[src/rtl/button_event_pkg.sv]
// Shared constants for the button event scheduler: arbiter state encoding and
// default sizing parameters.
package button_event_pkg;

    localparam int unsigned N_CH_DEFAULT     = 4;
    localparam int unsigned PRESCALE_DEFAULT = 1000;

    localparam logic [0:0] ST_IDLE  = 1'b0;
    localparam logic [0:0] ST_OFFER = 1'b1;

endpackage

[src/rtl/button_event_scheduler_rr_picker.sv]
// Combinational circular priority search: lowest pending index at or after
// (last+1) mod N_CH.
module rr_picker
    import button_event_pkg::*;
#(
    parameter int unsigned N_CH = N_CH_DEFAULT,
    parameter int unsigned W    = $clog2(N_CH)
) (
    input  logic [N_CH-1:0] pending_i,
    input  logic [W-1:0]    last_i,
    output logic [W-1:0]    grant_o,
    output logic            any_o
);

    int unsigned idx;

    // Walk the offsets from farthest to nearest so the nearest hit is kept.
    always_comb begin
        grant_o = '0;
        idx     = 0;
        for (int unsigned k = N_CH; k >= 1; k--) begin
            idx = (int'(last_i) + k) % N_CH;
            if (pending_i[idx]) begin
                grant_o = W'(idx);
            end
        end
        any_o = |pending_i;
    end

endmodule

[src/rtl/button_event_scheduler.sv]
// Samples N_CH level channels on a prescaled strobe, latches rising edges as
// pending events and offers them round-robin. Optional drop counter: BUTTON_EVENT_DROP_CNT_EN.
module button_event_scheduler
    import button_event_pkg::*;
#(
    parameter int unsigned N_CH     = N_CH_DEFAULT,
    parameter int unsigned PRESCALE = PRESCALE_DEFAULT
) (
    input  logic                    clk,
    input  logic                    reset,
    input  logic                    enable,
    input  logic [N_CH-1:0]         level,
    output logic                    update,
    output logic                    evt_valid,
    output logic [$clog2(N_CH)-1:0] evt_ch,
    input  logic                    evt_ready,
    output logic [N_CH-1:0]         pending,
    input  logic                    ovr_clr,
`ifdef BUTTON_EVENT_DROP_CNT_EN
    output logic [7:0]              drop_cnt,
`endif
    output logic                    overrun
);

    localparam int unsigned W  = $clog2(N_CH);
    localparam int unsigned CW = $clog2(PRESCALE);

    logic [1:0]      sync_q;
    logic            run;
    logic [CW-1:0]   cnt_q, cnt_d;
    logic [N_CH-1:0] prev_q, edges, clr, dup;
    logic [N_CH-1:0] pending_q, pending_d;
    logic [0:0]      state_q, state_d;
    logic [W-1:0]    ch_q, ch_d, last_q, last_d, grant;
    logic            any, accept, overrun_q, overrun_d;

    // Two-stage release so the prescaler starts cleanly after reset deasserts.
    always_ff @(posedge clk or negedge reset) begin
        if (!reset) sync_q <= '0;
        else        sync_q <= {sync_q[0], 1'b1};
    end
    assign run = sync_q[1];

    always_comb begin
        update = enable && run && (cnt_q == CW'(PRESCALE - 1));
        cnt_d  = cnt_q;
        if (!enable)     cnt_d = '0;
        else if (update) cnt_d = '0;
        else if (run)    cnt_d = cnt_q + 1'b1;
    end

    rr_picker #(.N_CH(N_CH), .W(W)) u_picker (
        .pending_i (pending_q),
        .last_i    (last_q),
        .grant_o   (grant),
        .any_o     (any)
    );

    always_comb begin
        accept = (state_q == ST_OFFER) && evt_ready;
        edges  = update ? (level & ~prev_q) : '0;
        clr    = '0;
        for (int unsigned i = 0; i < N_CH; i++) begin
            clr[i] = accept && (ch_q == W'(i));
        end
        dup       = edges & pending_q & ~clr;
        pending_d = (pending_q & ~clr) | edges;
        overrun_d = (|dup) ? 1'b1 : (ovr_clr ? 1'b0 : overrun_q);

        state_d = state_q;
        ch_d    = ch_q;
        last_d  = last_q;
        if (state_q == ST_IDLE) begin
            if (any) begin
                ch_d    = grant;
                state_d = ST_OFFER;
            end
        end else if (evt_ready) begin
            last_d  = ch_q;
            state_d = ST_IDLE;
        end
    end

    always_ff @(posedge clk or negedge reset) begin
        if (!reset) begin
            cnt_q     <= '0;
            prev_q    <= '1;
            pending_q <= '0;
            state_q   <= ST_IDLE;
            ch_q      <= '0;
            last_q    <= W'(N_CH - 1);
            overrun_q <= 1'b0;
        end else begin
            cnt_q     <= cnt_d;
            if (update) prev_q <= level;
            pending_q <= pending_d;
            state_q   <= state_d;
            ch_q      <= ch_d;
            last_q    <= last_d;
            overrun_q <= overrun_d;
        end
    end

`ifdef BUTTON_EVENT_DROP_CNT_EN
    logic [7:0] drop_q;

    // A clear coinciding with a fresh drop leaves the count at 1.
    always_ff @(posedge clk or negedge reset) begin
        if (!reset)                        drop_q <= '0;
        else if (ovr_clr)                  drop_q <= {7'b0, |dup};
        else if ((|dup) && drop_q != 8'hFF) drop_q <= drop_q + 8'd1;
    end
    assign drop_cnt = drop_q;
`endif

    assign evt_valid = (state_q == ST_OFFER);
    assign evt_ch    = ch_q;
    assign pending   = pending_q;
    assign overrun   = overrun_q;

endmodule

[config.mk]
export PLATFORM = sky130hd
export DESIGN_NAME = button_event_scheduler
export DESIGN_NICKNAME = d
export VERILOG_FILES = /design/src/rtl/button_event_pkg.sv /design/src/rtl/button_event_scheduler_rr_picker.sv /design/src/rtl/button_event_scheduler.sv
export SDC_FILE = /design/constraint.sdc
export NUM_CORES = 1
export LEC_CHECK = 0
export ABC_AREA = 1
export BUFFER_PORTS_ARGS = -buffer_cell sky130_fd_sc_hd__buf_2
export CAP_MARGIN = 10
export CORE_MARGIN = 3
export CORE_UTILIZATION = 55
export CTS_CLUSTER_SIZE = 14
export DETAILED_ROUTE_END_ITERATION = 12
export HOLD_SLACK_MARGIN = 0.03
export PLACE_DENSITY = 0.84
export SYNTH_ARGS = -nofsm -noshare
export SYNTH_HDL_FRONTEND = slang
export SYNTH_HIERARCHICAL = 1
export SYNTH_SLANG_ARGS = --single-unit
[constraint.sdc]
create_clock -name clk -period 1.84 [get_ports clk]
set_input_delay 0.552 -clock clk [delete_from_list [all_inputs] [get_ports clk]]
set_output_delay 0.552 -clock clk [all_outputs]
set_load 0.02 [all_outputs]
* Yosys cells after proc, flatten, opt, wreduce, memory -nomap -nowiden *
Cells that the tools add are included.

storage, ports and cells
  word-level logic and storage cells = 64
  output and inout bits = 9
  register bits after elaboration = 26
  input bits = 9

operators by class
  reductions and logical operators = 13
  mux-type cells = 21
  $add $sub $neg = 5
  order comparisons = 4
  eq/ne operators = 5
  bitwise gates (word level) = 8

operators with widths
  kind                     number
  $mux W10                 3
  $and A4 B4 Y4            4
  $lt A2 B3 Y1 const B     4
  $add A10 B1 Y10 const B  1
  $eq A10 B10 Y1 const B   1
  $mux W1                  9
  $bmux W1 S2              4
  $mux W2                  4
  $not A4 Y4               2
  $reduce_or A4 Y1         2
  $logic_and A1 B1 Y1      7
  $add A2 B1 Y2 const B    2
  $add A2 B2 Y2 const B    2
  $eq A2 B2 Y1 const B     2
  $mux W4                  1
  $or A4 B4 Y4             1
  $reduce_and A2 Y1        2
  $ne A3 B1 Y1 const B     1
  $eq A2 B1 Y1 const B     1
  $logic_not A2 Y1         1
  $reduce_bool A2 Y1       1
  $not A1 Y1               1

* Longest topological paths before layout *
  depth after elaboration = 7
  depth in mapped cells = 13
  gate-level depth less buffers = 12

* Hierarchy *
Netlist, hierarchy kept.

modules (own cells, without submodules)
  module                  instances  area an instance (µm²)  seq. area each (µm²)  cells each
  button_event_scheduler  1          1272.5                  658.1                 145
  rr_picker               1          266.5                   0.0                   51

* Least setup slack after synthesis *
OpenSTA, ideal clock, no wires.

  kind = reg-to-output
  start = register cnt_q[0]
  end = output update
  data required time = 1288 ps
  buffers on the path = 0
  slack = 235 ps
  arrival = 1053 ps
  stages on the path, launching flop included = 8
  cells stage by stage = dfrtp_1 -> ha_1 -> nand2_2 -> inv_2 -> nand2_4 -> inv_1 -> nand3_2 -> inv_1

between the ends
  word-level cells in the longest chain between the ends = 2

ends and longest elaborated chain
  element                 line                          RTL
  from (decl)             button_event_scheduler.sv:30  logic [CW-1:0] cnt_q, cnt_d;
  from (signal assigned)  button_event_scheduler.sv:94  cnt_q <= cnt_d;
  $eq A10 B10 Y1          button_event_scheduler.sv:45  update = enable && run && (cnt_q == CW'(PRESCALE - 1));
  $logic_and A1 B1 Y1     button_event_scheduler.sv:45
  to (decl)               button_event_scheduler.sv:13  output logic update,

No other way between the ends.

* Final worst setup path *
Ends and elaborated chain as after synthesis.

==> metrics.cfg <==
[global_routing]
grt_max_degree = 27
grt_pass1_wl_microns = 5220
grt_pass1_vias = 1255
grt_use_total = 0.195
grt_overflow = 0
antenna_found_initial = 0

[clock_network]
insertion_delay_ns = 0.33
clk_pin_slew_ns = 0.14
cts_hold_buf = 0
cts_num_sinks = 26
cts_tree = built
htreeDepth = 1
numCtsBuffers = 3
clk_path_buf_depth = 2
clock-root-buffer = clkbuf_4

[floorplanning]
core_sq_um = 2570
die_y_microns = 58.9
io_pins = 18
rows = 18
die_x_microns = 58.9
die_area_sq_um = 3470
start_util = 0.599

[route]
vias_per_cell = 5.10
wire_per_inst_microns = 11.7
vias = 1322
ant_nets = 0
drt_pass1_iterations = 4
finalWirelength_microns = 3040
drt_iter0_drc = 43
route.detailed.drc = 0

[timing]
tns_ns = -0.100
worst_pin_slew_ns = 0.547
min_period_over_period = 1.05
fin_crit_ns = 1.94
relSlewSlack = 0.635
finalSetupViolCount = 1
rsz0062_at_grt = yes
finClkSkew_ns = 0.00147
finalMaxSlewViolations = 0
worst_slack_ns = -0.100
hold_viol = 0
fmax_mhz = 515

[yosys]
synthTopCellsByArea = dfrtp_1 (33%), nand2_1 (11%), dfstp_2 (10%), inv_1 (6.8%), nor2_1 (4.1%)
ys.flop_type = dfrtp_1
ys_types = 31
synth_top_area_frac = 0.325
yosysTopAreaCell = dfrtp_1
synth_cells = 196
seq_area_frac_synth = 0.428
synthArstFlopShare = 1.00
synth_seq_cells = 26
synth_edf_count = 0
synth_fp_nets = 206
synth_warnings = 6
syn_avg_cell_area_sq_um = 7.85
syn-cell-area_sq_um = 1540

[setup_path]
worstSetupPathType = flop to output port
worstPathRequired_ns = 1.29
cp-end-kind = output port
cpMostUsedCell = inv_2
crit_end = update
crit_start = cnt_q[0]
worst-path-max-fanout = 2
start_kind = flop
crit_path_max_incr_delay_ns = 0.38
r2r_slack_ns = 0.06
crit_chain = ha_2, nand2_2, inv_2, nand2_4, inv_2, nand3_2, inv_2, buf_6
crit_arrival_ns = 1.39
r2r_cells = 12
r2r-start = cnt_q[0]
slowest_stage = dfrtp_1
r2r-end = cnt_q[0]

[layout]
drive_above_1_share = 0.319
final_common_cell = nand2_1
nFillCells = 200
nets = 240
finalNonFillerCells = 259
areaGrowthSynthToFinish_pct = 17.6
fin_util = 0.705
mostFrequentLayoutCells = nand2_1 (47), inv_1 (26), dfrtp_1 (20)
n_antenna_cell = 0

[pwr]
comb_power_share = 0.053
p_clk_frac = 0.385
power_mw = 1.04
p_leak_nw = 0.931
pwr-share-seq = 0.563
internal_power_uw = 819
ir_drop_mv = 0.534
swShare = 0.209
powerDensity_nw_per_um2 = 572
p_switching_uw = 216

[placement]
hpwl_microns = 2130
io_buffers = 17
place.gp.congestion = 0.832
placed_cells = 243

[run]
cap_viol_max_count = 0

[status]
violations = setup timing
status = finished with violations

[min_path]
min_path_type = primary input to asynchronous set/reset pin

==> synthesized netlist by cell type (all sizes together) (2+ instances only) <==
library cell,count
nand4,2
a21oi,4
nand2,60
a21boi,3
nand3,12
xor2,4
buf,2
o22ai,4
dfstp,6
dfrtp,20
a21o,2
nor2,20
o21ai,18
inv,33
==> how the worst min path moves through the flow <==
stage / startpoint / to / slack [ns] / cells past startpoint
6_report: reset / sync_q[0] / 0.19 / 1
5_1_grt: reset / cnt_q[1] / 0.21 / 1
4_1_cts: reset / sync_q[0] / 0.20 / 1
3_5_place_dp: sync_q[0] / sync_q[1] / 0.35 / 0
3_3_place_gp: sync_q[0] / sync_q[1] / 0.33 / 0
2_1_floorplan: reset / cnt_q[0] / 0.26 / 0
==> power groups by stage <==
stage	clock [mW]	combinational [mW]	sequential [mW]
after floorplan	0	0.0160	0.592
after global placement	0	0.0423	0.593
after detailed placement	0	0.0431	0.593
after CTS	0.401	0.0497	0.582
after global routing	0.423	0.0627	0.583
final	0.398	0.0548	0.582
==> routing by layer <==
layer | global-route usage | part of all wire | wire [microns] | vias up
met5 | 0 | 0 | 0 | -
met4 | 0.107 | 0.022 | 68 | 0
met3 | 0.0263 | 0.036 | 110 | 11
met2 | 0.314 | 0.49 | 1480 | 35
met1 | 0.253 | 0.46 | 1390 | 594
li1 | - | - | - | 682
==> sequential cells by signal, indices dropped and copies added (netlist names) <==
name and flops:
prev_q 4, evt_valid 1, cnt_q 10, sync_q 2, overrun 1, pending 4, evt_ch 2, last_q 2
==> final cells by class <==
class	count	area, sq um	area share
Multi-Input combinational cell	135	734	0.406
Sequential cell	26	658	0.364
Timing Repair Buffer	31	196	0.108
Inverter	33	131	0.0726
Tap cell	30	37.5	0.0207
Clock inverter	1	30.0	0.0166
Clock buffer	3	22.5	0.0124
==> through the flow <==
stage / hold slack (ns) / area (sq um) / worst slack, ns
floorplan: 0.256 / 1540 / 0.235
global route: 0.206 / 1810 / -0.182
finish: 0.185 / 1810 / -0.100
detailed placement: 0.346 / 1650 / 0.103
global placement: 0.332 / 1650 / 0.136
CTS: 0.200 / 1780 / -0.0757
==> worst max-delay path: cells and delay by family (launching register included) <==
kind | cells | cell delay (ns)
fa+ha+maj | 1 | 0.19
flops | 1 | 0.38
simple gates | 3 | 0.18
buf+inv | 4 | 0.32
==> kinds of logic (layout without fill, tap and decap cells) <==
kind of cell / count (synthesis) / after routing / share of synthesized area
DFF: 26 / 26 / 0.428
other: 1 / 1 / 0.00244
adders and majority gates: 1 / 1 / 0.00813
buffers and inverters: 35 / 68 / 0.100
and+or+nand+nor: 96 / 96 / 0.307
AOI/OAI and AO/OA: 33 / 33 / 0.132
xor gates and xnor gates: 4 / 4 / 0.0228
==> repair_timing <==
item | in CTS | in global routing
endpoints found under the hold margin | 0 | 0
pin swaps | 1 | 0
endpoints found under the setup margin | 1 | 7
buffers inserted | 8 | 4
gates cloned | 0 | 0
resized for setup | 5 | 1
Power figures use the tool's default switching activity.
